## config.mk

```make
export PLATFORM = sky130hd
export DESIGN_NAME = metaball_animator
export DESIGN_NICKNAME = d
export VERILOG_FILES = /design/src/rtl/metaball_animator.sv
export SDC_FILE = /design/constraint.sdc
export NUM_CORES = 1
export LEC_CHECK = 0
export BUFFER_PORTS_ARGS = -buffer_cell sky130_fd_sc_hd__clkbuf_2
export CAP_MARGIN = 10
export CORE_ASPECT_RATIO = 0.6
export CORE_MARGIN = 5
export CORE_UTILIZATION = 57
export DETAILED_ROUTE_END_ITERATION = 10
export HOLD_SLACK_MARGIN = 0.08
export PLACE_DENSITY_LB_ADDON = 0.25
export SLEW_MARGIN = 30
export SYNTH_ARGS = -nofsm -noshare
export SYNTH_HDL_FRONTEND = slang
export SYNTH_SLANG_ARGS = --single-unit
export TNS_END_PERCENT = 5
```

## constraint.sdc

```tcl
create_clock -name clk -period 6.95 [get_ports clk]
set_input_delay 0.695 -clock clk [delete_from_list [all_inputs] [get_ports clk]]
set_output_delay 0.695 -clock clk [all_outputs]
set_load 0.03 [all_outputs]
```

## src/rtl/metaball_animator.sv

```systemverilog
`default_nettype none
// ==========================================================================
// metaball_animator : per-frame ball position update with margin bounce
// Revision          : 1.0
// ==========================================================================
module metaball_animator #(
  parameter int NUM_BALLS        = 3,
  parameter int SCREEN_WIDTH     = 640,
  parameter int SCREEN_HEIGHT    = 480,
  parameter int MARGIN           = 32,
  parameter bit VSYNC_ACTIVE_LOW = 1'b1
) (
  input  logic                   clk,
  input  logic                   rst_n,
  input  logic                   vsync,
  input  logic                   pause,
  input  logic [1:0]             speed,
  output logic [NUM_BALLS*10-1:0] ball_x,
  output logic [NUM_BALLS*10-1:0] ball_y,
  output logic                   busy,
  output logic [7:0]             frame_count,
  output logic                   overrun
);

  localparam logic [10:0] c_lo      = 11'(MARGIN);
  localparam logic [10:0] c_hi_x    = 11'(SCREEN_WIDTH - 1 - MARGIN);
  localparam logic [10:0] c_hi_y    = 11'(SCREEN_HEIGHT - 1 - MARGIN);
  localparam logic [2:0]  c_last    = 3'(NUM_BALLS - 1);
  localparam logic        c_vs_idle = VSYNC_ACTIVE_LOW ? 1'b1 : 1'b0;
  localparam logic [9:0]  c_init_y  = 10'(SCREEN_HEIGHT / 2);

  typedef enum logic [1:0] {
    IDLE   = 2'd0,
    UPD_X  = 2'd1,
    UPD_Y  = 2'd2,
    COMMIT = 2'd3
  } state_t;

  state_t r_state, w_next_state;

  logic                 r_vs_q;
  logic [2:0]           r_idx;
  logic [1:0]           r_shift;
  logic [7:0]           r_frame_count;
  logic                 r_overrun;
  logic [9:0]           r_wx [NUM_BALLS];
  logic [9:0]           r_wy [NUM_BALLS];
  logic [9:0]           r_bx [NUM_BALLS];
  logic [9:0]           r_by [NUM_BALLS];
  logic [NUM_BALLS-1:0] r_dx;
  logic [NUM_BALLS-1:0] r_dy;

  logic        w_frame_start;
  logic [1:0]  w_speed_sat;
  logic [9:0]  w_pos;
  logic        w_dir;
  logic [10:0] w_base;
  logic [10:0] w_step;
  logic [10:0] w_hi;
  logic [10:0] w_sum;
  logic [9:0]  w_new_pos;
  logic        w_flip;

  function automatic logic [9:0] f_init_x(input int i);
    return 10'((i + 1) * SCREEN_WIDTH / (NUM_BALLS + 1));
  endfunction

  assign w_frame_start = (vsync != c_vs_idle) && (r_vs_q == c_vs_idle);
  assign w_speed_sat   = (speed == 2'd3) ? 2'd2 : speed;

  // Select the coordinate and direction of the ball/axis being processed.
  always_comb begin
    w_pos = '0;
    w_dir = 1'b0;
    for (int i = 0; i < NUM_BALLS; i++) begin
      if (r_idx == 3'(i)) begin
        w_pos = (r_state == UPD_X) ? r_wx[i] : r_wy[i];
        w_dir = (r_state == UPD_X) ? r_dx[i] : r_dy[i];
      end
    end
  end

  assign w_base = (r_state == UPD_X) ? ({8'd0, r_idx} + 11'd1) : ({8'd0, r_idx} + 11'd2);
  assign w_step = w_base << r_shift;
  assign w_hi   = (r_state == UPD_X) ? c_hi_x : c_hi_y;
  assign w_sum  = {1'b0, w_pos} + w_step;

  always_comb begin
    w_new_pos = w_pos;
    w_flip    = 1'b0;
    if (w_dir) begin
      if (w_sum > w_hi) begin
        w_new_pos = w_hi[9:0];
        w_flip    = 1'b1;
      end else begin
        w_new_pos = w_sum[9:0];
      end
    end else begin
      if ({1'b0, w_pos} < c_lo + w_step) begin
        w_new_pos = c_lo[9:0];
        w_flip    = 1'b1;
      end else begin
        w_new_pos = w_pos - w_step[9:0];
      end
    end
  end

  always_ff @(posedge clk) begin
    if (!rst_n) r_state <= IDLE;
    else        r_state <= w_next_state;
  end

  always_comb begin
    w_next_state = r_state;
    case (r_state)
      IDLE:    if (w_frame_start && !pause) w_next_state = UPD_X;
      UPD_X:   w_next_state = UPD_Y;
      UPD_Y:   w_next_state = (r_idx == c_last) ? COMMIT : UPD_X;
      COMMIT:  w_next_state = IDLE;
      default: w_next_state = IDLE;
    endcase
  end

  always_ff @(posedge clk) begin
    if (!rst_n) begin
      r_vs_q        <= c_vs_idle;
      r_idx         <= '0;
      r_shift       <= '0;
      r_frame_count <= '0;
      r_overrun     <= 1'b0;
      for (int i = 0; i < NUM_BALLS; i++) begin
        r_wx[i] <= f_init_x(i);
        r_wy[i] <= c_init_y;
        r_bx[i] <= f_init_x(i);
        r_by[i] <= c_init_y;
        r_dx[i] <= 1'b1;
        r_dy[i] <= ((i % 2) == 0);
      end
    end else begin
      r_vs_q <= vsync;
      if (w_frame_start) begin
        r_frame_count <= r_frame_count + 8'd1;
        if (r_state != IDLE) begin
          r_overrun <= 1'b1;
        end else if (!pause) begin
          r_idx   <= '0;
          r_shift <= w_speed_sat;
        end
      end
      if (r_state == UPD_X || r_state == UPD_Y) begin
        for (int i = 0; i < NUM_BALLS; i++) begin
          if (r_idx == 3'(i)) begin
            if (r_state == UPD_X) begin
              r_wx[i] <= w_new_pos;
              r_dx[i] <= r_dx[i] ^ w_flip;
            end else begin
              r_wy[i] <= w_new_pos;
              r_dy[i] <= r_dy[i] ^ w_flip;
            end
          end
        end
        if (r_state == UPD_Y) r_idx <= r_idx + 3'd1;
      end
      // Positions become visible only here, all balls in the same cycle.
      if (r_state == COMMIT) begin
        r_bx <= r_wx;
        r_by <= r_wy;
      end
    end
  end

  for (genvar g = 0; g < NUM_BALLS; g++) begin : g_pack
    assign ball_x[10*g +: 10] = r_bx[g];
    assign ball_y[10*g +: 10] = r_by[g];
  end

  assign busy        = (r_state != IDLE);
  assign frame_count = r_frame_count;
  assign overrun     = r_overrun;

endmodule
`default_nettype wire

```

# After elaboration in Yosys (flattened, before gate mapping)
# Cells that the tools add are included.
[op_classes]
order_cmp = 2
eq_ne = 7
shifts = 1
mux = 29
add_sub_neg = 7
n_reduce_logical = 15
bitwise_logic = 10
[op_table]
columns = ["operator", "n"]
rows = [
  ["2-to-1 mux 10 bit", 10],
  ["AND reduction 3 bit", 7],
  ["2-to-1 mux 3 bit", 5],
  ["adder 10 x 11 -> 11 bit", 1],
  ["adder 6 x 11 -> 11 bit, first input constant", 1],
  ["> comparator 11 x 10 -> 1 bit", 1],
  ["less-than comparator 10 x 11 -> 1 bit", 1],
  ["<< shifter 4 x 2 -> 11 bit", 1],
  ["subtractor 10 bit", 1],
  ["2-to-1 mux 1 bit", 9],
  ["adder 8 x 1 -> 8 bit, second input constant", 1],
  ["one-hot mux 2 bit (4 select lines)", 1],
  ["equality test 2 bit, second input constant", 3],
  ["2-to-1 mux 2 bit", 3],
  ["bitwise XOR 1 bit", 6],
  ["adder 3 x 1 -> 4 bit, second input constant", 1],
  ["adder 3 x 2 -> 4 bit, second input constant", 1],
  ["2-to-1 mux 4 bit", 1],
  ["inverter 1 bit", 4],
  ["adder 3 x 1 -> 3 bit, second input constant", 1],
  ["equality test 3 x 1 -> 1 bit, second input constant", 1],
  ["equality test 3 x 2 -> 1 bit, second input constant", 1],
  ["zero test 3 bit", 1],
  ["equality test 2 x 1 -> 1 bit, second input constant", 1],
  ["other kinds (7)", 8],
]
[totals]
ff_bits = 143
word_cells = 95

# Logic depth before layout (Yosys ltp)
# Gate-level depths: netlist (run 1).
[depth]
depth_word = 10
mapped_depth = 27

# Least setup slack after synthesis (run 1)
# OpenSTA, ideal clock, no wires.
[synth_timing]
kind = "flip-flop to flip-flop"
from = "register r_state[1]"
to = "register r_dx[1]"
slack_ps = 1580
setup_time_ps = 121
arrival_ps = 5249
path_stages_with_launch = 24
cell_sequence = "dfxtp_1 > inv_1 > ha_1 > buf_4 > buf_2 > buf_1 > clkbuf_1 > mux2i_1 > a211oi_1 > ha_1 > nand2b_1 > a21oi_1 > nor2_1 > xor2_1 > ha_1 > nand2_1 > nor3_1 > nand4_1 > o2bb2ai_1 > a22oi_2 > a21bo_2 > nand3_2 > a21oi_1 > mux2_2"
[synth_between]
elab_chain_cells = 10
word_cells_on_any_way = 27
classes_between = "2 x add/sub; 2 x order compare; 2 x eq/ne; 1 x shift; 17 x mux; 1 x bitwise; 2 x reduce/logical"
[synth_rtl]
columns = ["element", "line_no", "text"]
rows = [
  ["start, declared", "39", "state_t r_state, w_next_state;"],
  ["start signal, assigned", "110", "else r_state <= w_next_state;"],
  ["equality test 2 x 1 -> 1 bit", "n/a", ""],
  ["2-to-1 mux 10 bit", "77", "w_pos = (r_state == UPD_X) ? r_wx[i] : r_wy[i];"],
  ["2-to-1 mux 10 bit (3 in series)", "76", "if (r_idx == 3'(i)) begin"],
  ["adder 10 x 11 -> 11 bit", "86", "assign w_sum = {1'b0, w_pos} + w_step;"],
  ["> comparator 11 x 10 -> 1 bit", "92", "if (w_sum > w_hi) begin"],
  ["2-to-1 mux 1 bit", "92", ""],
  ["2-to-1 mux 1 bit", "91", "if (w_dir) begin"],
  ["bitwise XOR 1 bit", "155", "r_dx[i] <= r_dx[i] ^ w_flip;"],
  ["end signal, assigned by index", "155", ""],
  ["end, declared", "50", "logic [NUM_BALLS-1:0] r_dx;"],
]
# Parallel ways exist; a longest one is shown, timed or not.
# A chain may end at the register's enable or synchronous reset.

# Worst setup path after layout (run 1)
[layout_timing]
from = "register r_state[1]"
to = "register r_wx[8] (netlist name)"
[layout_between]
elab_chain_cells = 9
word_cells_on_any_way = 27
classes_between = "3 x add/sub; 2 x order compare; 2 x eq/ne; 1 x shift; 17 x mux; 2 x reduce/logical"
[layout_rtl]
columns = ["element", "line_no", "text"]
rows = [
  ["equality test 2 x 1 -> 1 bit", "n/a", ""],
  ["2-to-1 mux 10 bit", "77", ""],
  ["2-to-1 mux 10 bit (3 in series)", "76", ""],
  ["adder 10 x 11 -> 11 bit", "86", ""],
  ["> comparator 11 x 10 -> 1 bit", "92", ""],
  ["2-to-1 mux 10 bit", "92", ""],
  ["2-to-1 mux 10 bit", "91", ""],
  ["end signal, assigned by index", "132", "r_wx[i] <= f_init_x(i);"],
  ["end signal, assigned by index", "154", "r_wx[i] <= w_new_pos;"],
  ["end, declared", "46", "logic [9:0] r_wx [NUM_BALLS];"],
]
# Parallel ways exist; a longest one is shown, timed or not.

==> impl_metrics.json, run 1 <==
{
  "cts_tree": "done",
  "num_rows": 32,
  "start_util_pct": 58.9,
  "htreeDepth": 4,
  "cp_max_fo": 28,
  "dp.cells": 1049,
  "yosysTopAreaCell": "dfxtp_1",
  "intPower_uw": 1840,
  "yosys_warnings": 0,
  "crit_type": "reg2reg",
  "port_buffers": 75,
  "syn_area_um2": 7660,
  "die_area_um2": 15900,
  "core_um2": 13000,
  "fmax_ghz": 0.160,
  "root_buffer": "clkbuf_16",
  "hold_path_class": "reg2reg",
  "grt_pass1_vias": 6308,
  "cts_sinks": 143,
  "fin_cells": 1081,
  "synthTopCellsByArea": "dfxtp_1 (37%), mux2i_1 (11%), ha_1 (5.1%), nor2b_1 (3.9%), o21ai_0 (3.4%)",
  "p_sw_uw": 1250,
  "synth_edf_count": 0,
  "comb_power_share_pct": 38.9,
  "antenna_cells": 0,
  "status": "finished clean",
  "synth.distinct_cells": 74,
  "firstDrtPassIters": 5,
  "hold_buffers": 0,
  "cts_resized": 0,
  "cp.required_ns": 7.21,
  "grt_pass1_wl_um": 35700,
  "grt_max_degree": 132,
  "ys.flop_type": "dfxtp_1",
  "arrival_ns": 6.51,
  "syn_to_final_growth_pct": 13.8,
  "cts_setup_buffers": 0,
  "setup_tns_ns": 0,
  "timing.final.ws_setup_ns": 0.701,
  "whs_ns": 0.481,
  "nNetsFinal": 937,
  "crit_path_start_kind": "flop",
  "cp-end-kind": "flop",
  "async_reset_ff_share_pct": 0,
  "grt-ovfl-total": 0,
  "ir_worst_vdd_mv": 0.181,
  "viasPerCell": 6.30,
  "ant_nets": 0,
  "die_y_um": 99.8,
  "layout_min_cycle_time_ns": 6.25,
  "vias": 6813,
  "tightestPinTransition_ns": 0.927,
  "drc": 0,
  "rsz0062_at_grt": "false",
  "fp.dieW_um": 160,
  "insertion_delay_ns": 0.43,
  "clk_pin_slew_ns": 0.06,
  "cts_buffers": 17,
  "syn_inst": 855,
  "yosysSeqAreaShare_pct": 37.4,
  "fin_skew_ns": 0.0139,
  "setup_violations": 0,
  "p_per_area_nw_per_um2": 354,
  "cts.path.max_buffers": 2,
  "fin_crit_sh_pct": 89.9,
  "synth_fp_nets": 894,
  "drt-initial-drc-count": 939,
  "antenna_found_initial": 0,
  "num_io_pins": 76,
  "leakagePower_uw": 0.00328,
  "slew_headroom_pct": 37.5,
  "avgSynthCellArea_um2": 8.96,
  "final-hold-violation-count": 0,
  "post_drt_wl_per_cell_um": 21.1,
  "p_clk_share_pct": 31.4,
  "drt_wl_total_um": 22800,
  "synth_top_area_share_pct": 37.4,
  "gp_congestion": 0.925,
  "swShare_pct": 40.5,
  "p_seq_share_pct": 29.7,
  "layout-drive-gt1-share_pct": 16.8,
  "drv_cap": 0,
  "ys_ff_latch": 143,
  "track_usage_pct": 28.3,
  "drv_slew": 0,
  "dp_hpwl_um": 16500,
  "detailedPlace.worstSlack_ns": 0.876
}
[layout by cell type (no fill, tap or decap), types with 9 or more instances in the layout]
cell type    n
a31oi_1     25
xnor2_1     15
and2_1       9
a21oi_1     33
clkbuf_2    74
nand2_1     68
nand3_1     21
clkbuf_16   17
nor2_1      33
inv_1       30
dfxtp_1    143
mux2i_1     88
o21ai_0     52
mux2_2      15
nand2b_1    16
a211oi_1    19
ha_1        29
nor2b_1     48
[critical path: stages (launching register included)]
cell and delay [ns]:
dfxtp_1 0.35, inv_1 0.18, ha_2 0.74, inv_1 0.35, a21oi_1 0.28, nor2_1 0.06
a21oi_1 0.14, nand2b_1 0.12, o21ai_0 0.15, ha_1 0.44, o211ai_1 0.12, a21oi_1 0.33
nor2_1 0.11, xor2_1 0.17, ha_1 0.30, nand2_1 0.05, nor3_1 0.13, nand4_1 0.27
o2bb2ai_1 0.22, a22oi_2 0.26, a21boi_2 0.14, nor2_2 0.48, mux2i_1 0.50, a41oi_1 0.17
[power groups by stage]
stage          logic, uW  clock network (uW)  registers, uW
4_1_cts             1160                 972            913
6_report            1200                 969            915
5_1_grt             1280                1010            919
3_5_place_dp        1150                   0            931
2_1_floorplan        859                   0            912
3_3_place_gp        1140                   0            929
[per-layer routing]
metal	global-route usage (%)	wire (um)	up-vias
li1	-	-	3153
met1	40.3	10500	3231
met2	42.1	9360	388
met3	8.29	2420	41
met4	8.00	476	0
met5	0	0	-
[flip-flops by register name, indices dropped and copies added (netlist names)]
register     cells
r_wx            30
ball_x          30
r_wy            30
r_idx            3
ball_y          30
overrun          1
r_shift          2
r_dy             3
r_vs_q           1
frame_count      8
r_state          2
r_dx             3
[through the flow]
| stage | instance area (um^2) | total power [uW] | utilization (%) |
|---|---|---|---|
| 2_1_floorplan | 7660 | 1770 | - |
| 3_3_place_gp | 8080 | 2070 | 62.1 |
| 3_5_place_dp | 8090 | 2080 | 62.1 |
| 4_1_cts | 8710 | 3050 | 66.9 |
| 5_1_grt | 8720 | 3210 | 67.0 |
| 6_report | 8720 | 3080 | 67.0 |
[kinds of logic after synthesis]
logic type / synth area share [%]
simple gates: 17.5
compound gates: 18.7
flops: 37.4
fa+ha+maj: 5.59
xor+xnor: 2.29
buf+inv: 4.74
mux: 13.9
[final timing paths]
check,start,depth (start not counted),end,slack [ns]
worst min register to register,ball_x[18],2,ball_x[18],0.48
worst min-delay path,ball_x[18],2,ball_x[18],0.48
worst max-delay path,r_state[1],23,r_wx[8],0.70
worst max register to register,r_state[1],23,r_wx[8],0.70
[synth_stat cells (3+ instances only)]
library cell / count
dfxtp_1: 143
mux2i_1: 88
nand2_1: 68
o21ai_0: 52
nor2b_1: 48
clkbuf_1: 44
nor2_1: 37
a21oi_1: 33
ha_1: 31
inv_1: 30
a31oi_1: 25
nand3_1: 21
a211oi_1: 20
nand2b_1: 16
mux2_2: 15
xnor2_1: 15
and2_1: 9
nor3b_1: 8
o21a_1: 8
o31ai_1: 8
buf_2: 7
nand4_1: 7
nor4_1: 7
or3_1: 7
a311oi_1: 6
and3_1: 6
o211ai_1: 6
a21boi_0: 5
a41oi_1: 5
nor3_1: 5
o31a_1: 5
xor2_1: 5
buf_1: 4
nand3b_1: 4
a21o_1: 3
a221o_1: 3
o22ai_1: 3
[cell type report]
class                      instances  area [um^2]
multi-input combinational        622         4470
fill                            1006         4290
sequential                       143         2860
timing repair buffer              82          434
clock buffer                      17          425
tap                              170          213
clock inverter                    15          196
inverter                          32          121
No activity file was read; power rests on OpenSTA's default activity.
==> run 2, diff against run 1 <==
Settings changed: CTS_CLUSTER_DIAMETER from default to 60, MAX_ROUTING_LAYER from default to met4.
==> run 2 against run 1 <==
Clock power fell by 4.0%. Clock skew is 0.0022 ns lower. Sequential share of layout area up 0.095 points. Setup slack got worse by 0.023 ns. Global-route usage is 1.1 points higher. Total power shrank 1.4%. Non-clock buffer count did not move. Via count decreased by 0.15%.
==> impl_metrics.json, run 2 (same netlist as run 1, synthesis figures left out) <==
{
  "cp_max_fo": 26,
  "fin_crit_sh_pct": 90.2,
  "cts_resized": 0,
  "slowest_stage": "ha_2",
  "final-hold-violation-count": 0,
  "die_y_um": 99.8,
  "cts.path.max_buffers": 2,
  "drt-initial-drc-count": 979,
  "dp_hpwl_um": 16500,
  "p_per_area_nw_per_um2": 349,
  "cts_setup_buffers": 0,
  "path_cells": "inv_1 > ha_2 > inv_1 > a21oi_1 > nor2_1 > a21oi_1 > nand2b_1 > o21ai_0 > ha_1 > o211ai_1 > a21oi_1 > nor2_1 > xor2_1 > ha_1 > nand2_1 > nor3_1 > nand4_1 > o2bb2ai_1 > a22oi_2 > a21bo_2 > nand3_2 > a21oi_1 > mux2_2",
  "status": "finished clean",
  "mostFrequentLayoutCells": "dfxtp_1 (143), mux2i_1 (88), clkbuf_2 (74)",
  "crit_path_start_kind": "flop",
  "crit_type": "reg2reg",
  "grt_max_degree": 127,
  "num_rows": 32,
  "cp-end-kind": "flop",
  "core_um2": 13000,
  "rsz0062_at_grt": "false",
  "clk_pin_slew_ns": 0.06,
  "cts_buffers": 17,
  "ir_worst_vdd_mv": 0.202,
  "hold_buffers": 0,
  "drv_cap": 0,
  "fmax_ghz": 0.159,
  "cp_common_cell": "a21oi_1",
  "antenna_cells": 0,
  "grt_pass1_wl_um": 36100,
  "viasPerCell": 6.29,
  "cp.required_ns": 7.25,
  "reg2reg_depth": 23,
  "vias": 6803,
  "track_usage_pct": 29.5,
  "num_io_pins": 76,
  "slowest_delay_ns": 0.71,
  "hold_path_class": "reg2reg",
  "port_buffers": 75,
  "start_util_pct": 58.9,
  "finalInstanceArea_um2": 8690,
  "setup_violations": 0,
  "fp.dieW_um": 160,
  "setup_tns_ns": 0,
  "die_area_um2": 15900,
  "grt-ovfl-total": 0,
  "htreeDepth": 4,
  "cts_tree": "done",
  "syn_to_final_growth_pct": 13.5,
  "whs_path_depth": 2,
  "mostFrequentLayoutCell": "dfxtp_1",
  "grt_pass1_vias": 6339,
  "insertion_delay_ns": 0.42,
  "drv_slew": 0,
  "cts_sinks": 143,
  "fin_skew_ns": 0.0117,
  "power_uw": 3040,
  "root_buffer": "clkbuf_16",
  "slew_headroom_pct": 34.9,
  "nNetsFinal": 937,
  "place_area_um2": 8090,
  "drc": 0,
  "leakagePower_uw": 0.00328,
  "drt_wl_total_um": 23100,
  "arrival_ns": 6.58,
  "post_drt_wl_per_cell_um": 21.4,
  "layout_min_cycle_time_ns": 6.27,
  "antenna_found_initial": 0,
  "firstDrtPassIters": 6,
  "gp_congestion": 0.951,
  "layout-drive-gt1-share_pct": 16.7,
  "tightestPinTransition_ns": 0.973,
  "ant_nets": 0
}
## run 2: changes by cell type in the layout (fill, tap and decap cells not counted)
cell and change:
clkinv_2 +1, a2111oi_1 -1, inv_8 -3, inv_6 +1
nor2_2 -1, clkinv_4 +1, nor2_1 +1, clkinvlp_4 -1
a2111oi_0 +1, bufinv_16 -1, clkbuf_8 +2
## run 2: where the power goes
part | internal (uW) | total [uW] | switching, uW
clock network | 555 | 930 | 376
registers | 864 | 913 | 49.0
logic | 387 | 1190 | 807
total | 1810 | 3040 | 1230
## run 2: cell type report
cell class | count | area [um^2]
multi-input cells | 622 | 4460
well taps | 170 | 213
repair buffers | 82 | 434
inverters | 32 | 121
flip-flops and latches | 143 | 2860
clock inverters | 13 | 148
clock buffers | 19 | 453
fillers | 1040 | 4320
## run 2: metrics by stage
stage                     hold slack (ns)  std cells  util, %  setup WS, ns
after global routing                0.494       1081     66.8         0.110
final                               0.473       1081     66.8         0.678
after global placement              0.457       1049     62.1          1.16
after detailed placement            0.460       1049     62.1         0.869
after CTS                           0.477       1081     66.8         0.803
after floorplan                     0.440        855        -          1.58
## run 2: path summary, 6_finish.rpt
| path | start | to | slack [ns] |
|---|---|---|---|
| max reg2reg | r_state[1] | r_dx[2] | 0.68 |
| max | r_state[1] | r_dx[2] | 0.68 |
| min reg2reg | ball_x[7] | ball_x[7] | 0.47 |
| min | ball_x[7] | ball_x[7] | 0.47 |
## run 2: worst max-delay path, delay by kind of cell (launching register included)
family / cells / cell delay [ns]
AOI/OAI and AO/OA: 9 / 2.06
adders and majority gates: 3 / 1.48
and+or+nand+nor: 7 / 1.18
buffers and inverters: 2 / 0.56
DFF: 1 / 0.36
muxes: 1 / 0.35
xor gates and xnor gates: 1 / 0.17
## run 2: metal layers
| layer | global-route usage (%) | vias up | wire, um |
|---|---|---|---|
| met2 | 40.7 | 411 | 9160 |
| met5 | - | - | 0 |
| met4 | 6.93 | 0 | 346 |
| met3 | 8.49 | 34 | 2680 |
| met1 | 42.4 | 3202 | 10900 |
| li1 | - | 3156 | - |
==> run 3, diff against run 2 <==
Settings changed: CORE_UTILIZATION 57 to 54.
Clock period 6.95 ns to 5.25 ns, I/O delays scaled along.
==> run 3 against run 2 <==
Total power rose by 39%. Via count is 1.7% higher. Hold slack got worse by 0.15 ns. Largest power group unchanged.
==> impl_metrics.json, run 3 (same netlist as run 1, synthesis figures left out) <==
{
  "syn_to_final_growth_pct": 18.9,
  "hold_path_end": "r_vs_q",
  "viasPerCell": 6.05,
  "track_usage_pct": 27.8,
  "cp.required_ns": 5.53,
  "mostFrequentLayoutCells": "dfxtp_1 (143), mux2i_1 (88), clkbuf_2 (74)",
  "tightestPinTransition_ns": 0.859,
  "drc": 0,
  "num_io_pins": 76,
  "place_area_um2": 8430,
  "crit_path_start_kind": "flop",
  "dp_hpwl_um": 15800,
  "fin_crit_sh_pct": 95.3,
  "cp_max_fo": 9,
  "antenna_cells": 0,
  "core_um2": 13800,
  "drt-initial-drc-count": 857,
  "r2r-end": "r_wy[21]",
  "grt-ovfl-total": 0,
  "slowest_stage": "a2111oi_0",
  "port_buffers": 75,
  "p_per_area_nw_per_um2": 464,
  "clk_pin_slew_ns": 0.06,
  "setup_violations": 0,
  "grt_max_degree": 63,
  "whs_path_depth": 2,
  "cp-end-kind": "flop",
  "arrival_ns": 5.28,
  "grt_pass1_wl_um": 35300,
  "ant_nets": 0,
  "leakagePower_uw": 0.00350,
  "cts.path.max_buffers": 2,
  "firstDrtPassIters": 6,
  "fp.dieW_um": 164,
  "die_y_um": 102,
  "cp_common_cell": "buf_4",
  "gp_congestion": 0.939,
  "cts_buffers": 17,
  "drv_slew": 0,
  "path_cells": "inv_1 > ha_4 > buf_4 > buf_4 > mux2i_1 > nor2_1 > a211oi_1 > a211o_1 > inv_1 > ha_1 > fa_1 > nand3_1 > a2111oi_0 > o32a_1 > mux2_2 > a2111oi_4 > nand2_2 > clkinv_2 > nor2_4 > buf_4 > nor4_1 > a311oi_1",
  "slew_headroom_pct": 42.7,
  "fmax_ghz": 0.200,
  "fin_skew_ns": 0.00844,
  "start_util_pct": 55.5,
  "hold_path_class": "in2reg",
  "drt_wl_total_um": 22600,
  "final-hold-violation-count": 0,
  "drv_cap": 0,
  "root_buffer": "clkbuf_16",
  "worstHoldStart": "vsync",
  "insertion_delay_ns": 0.42,
  "vias": 6919,
  "reg2reg_depth": 22,
  "finalInstanceArea_um2": 9110,
  "timing.final.ws_setup_ns": 0.246,
  "ir_worst_vdd_mv": 0.204,
  "detailedPlace.worstSlack_ns": 0.0515,
  "nNetsFinal": 979,
  "cts_sinks": 143,
  "post_drt_wl_per_cell_um": 19.7,
  "mostFrequentLayoutCell": "dfxtp_1",
  "antenna_found_initial": 0,
  "status": "finished clean",
  "r2r_slack_ns": 0.25,
  "slowest_delay_ns": 0.65,
  "r2r-start": "r_state[1]",
  "layout_min_cycle_time_ns": 5.00,
  "htreeDepth": 4,
  "die_area_um2": 16700,
  "cts_tree": "done",
  "layout-drive-gt1-share_pct": 20.8,
  "grt_pass1_vias": 6297,
  "num_rows": 33,
  "crit_type": "reg2reg"
}
## run 3: worst max-delay path: cells and delay by family, from the launching register on
family / cells / cell delay [ns]
AND/OR/NAND/NOR: 5 / 0.83
adder cells (fa/ha/maj): 3 / 0.61
AO/OA/AOI/OAI: 6 / 1.74
flip-flops: 1 / 0.38
multiplexers: 2 / 0.52
buffers and inverters: 6 / 0.77
## run 3: layout make-up
cell class / instances / area, um^2
clock buffer: 20 / 457
timing repair buffer: 124 / 778
inverter: 32 / 121
multi-input combinational: 622 / 4520
fill: 1149 / 4680
clock inverter: 11 / 133
tap: 192 / 240
sequential: 143 / 2860
## run 3: layer usage
layer  up-vias  GRT usage (%)  wire [um]
met2       393           36.8       8670
li1       3244              -          -
met1      3218           40.4      10700
met5         -              -          0
met3        64           8.02       2560
met4         0           8.83        688
## run 3: repair_timing
action | 4_1_cts | 5_1_grt
hold buffers | 0 | 0
gates resized for setup | 0 | 13
endpoints found under the hold margin | 0 | 0
setup endpoints to repair | 0 | 66
buffers inserted | 0 | 3
## run 3: stage by stage
step	utilization, %	cells	setup TNS (ns)	hold slack (ns)	total power [uW]
after floorplan	-	855	0	0.440	2340
after global placement	61.1	1110	0	0.454	2890
after detailed placement	61.1	1110	0	0.460	2900
after CTS	65.4	1141	0	0.327	4110
after global routing	66.0	1144	-0.0118	0.341	4410
final	66.0	1144	0	0.326	4220
## run 3: how the worst max path moves through the flow
stage	from	slack, ns	endpoint	cells after the start
after floorplan	r_state[1]	0.04	r_dx[1]	23
after global placement	r_idx[1]	0.1	r_wx[0]	22
after detailed placement	r_idx[1]	0.05	r_wx[20]	22
after CTS	r_idx[1]	0.002	r_wx[16]	22
after global routing	r_state[1]	-0.01	r_wx[8]	27
final	r_state[1]	0.25	r_wy[21]	22
## run 3: power by group
| part | switching [uW] | leakage [uW] | internal, uW |
|---|---|---|---|
| combinational | 1120 | 0.00206 | 693 |
| clock | 480 | 0.000283 | 727 |
| sequential | 61.1 | 0.00116 | 1140 |
| total | 1660 | 0.00350 | 2560 |
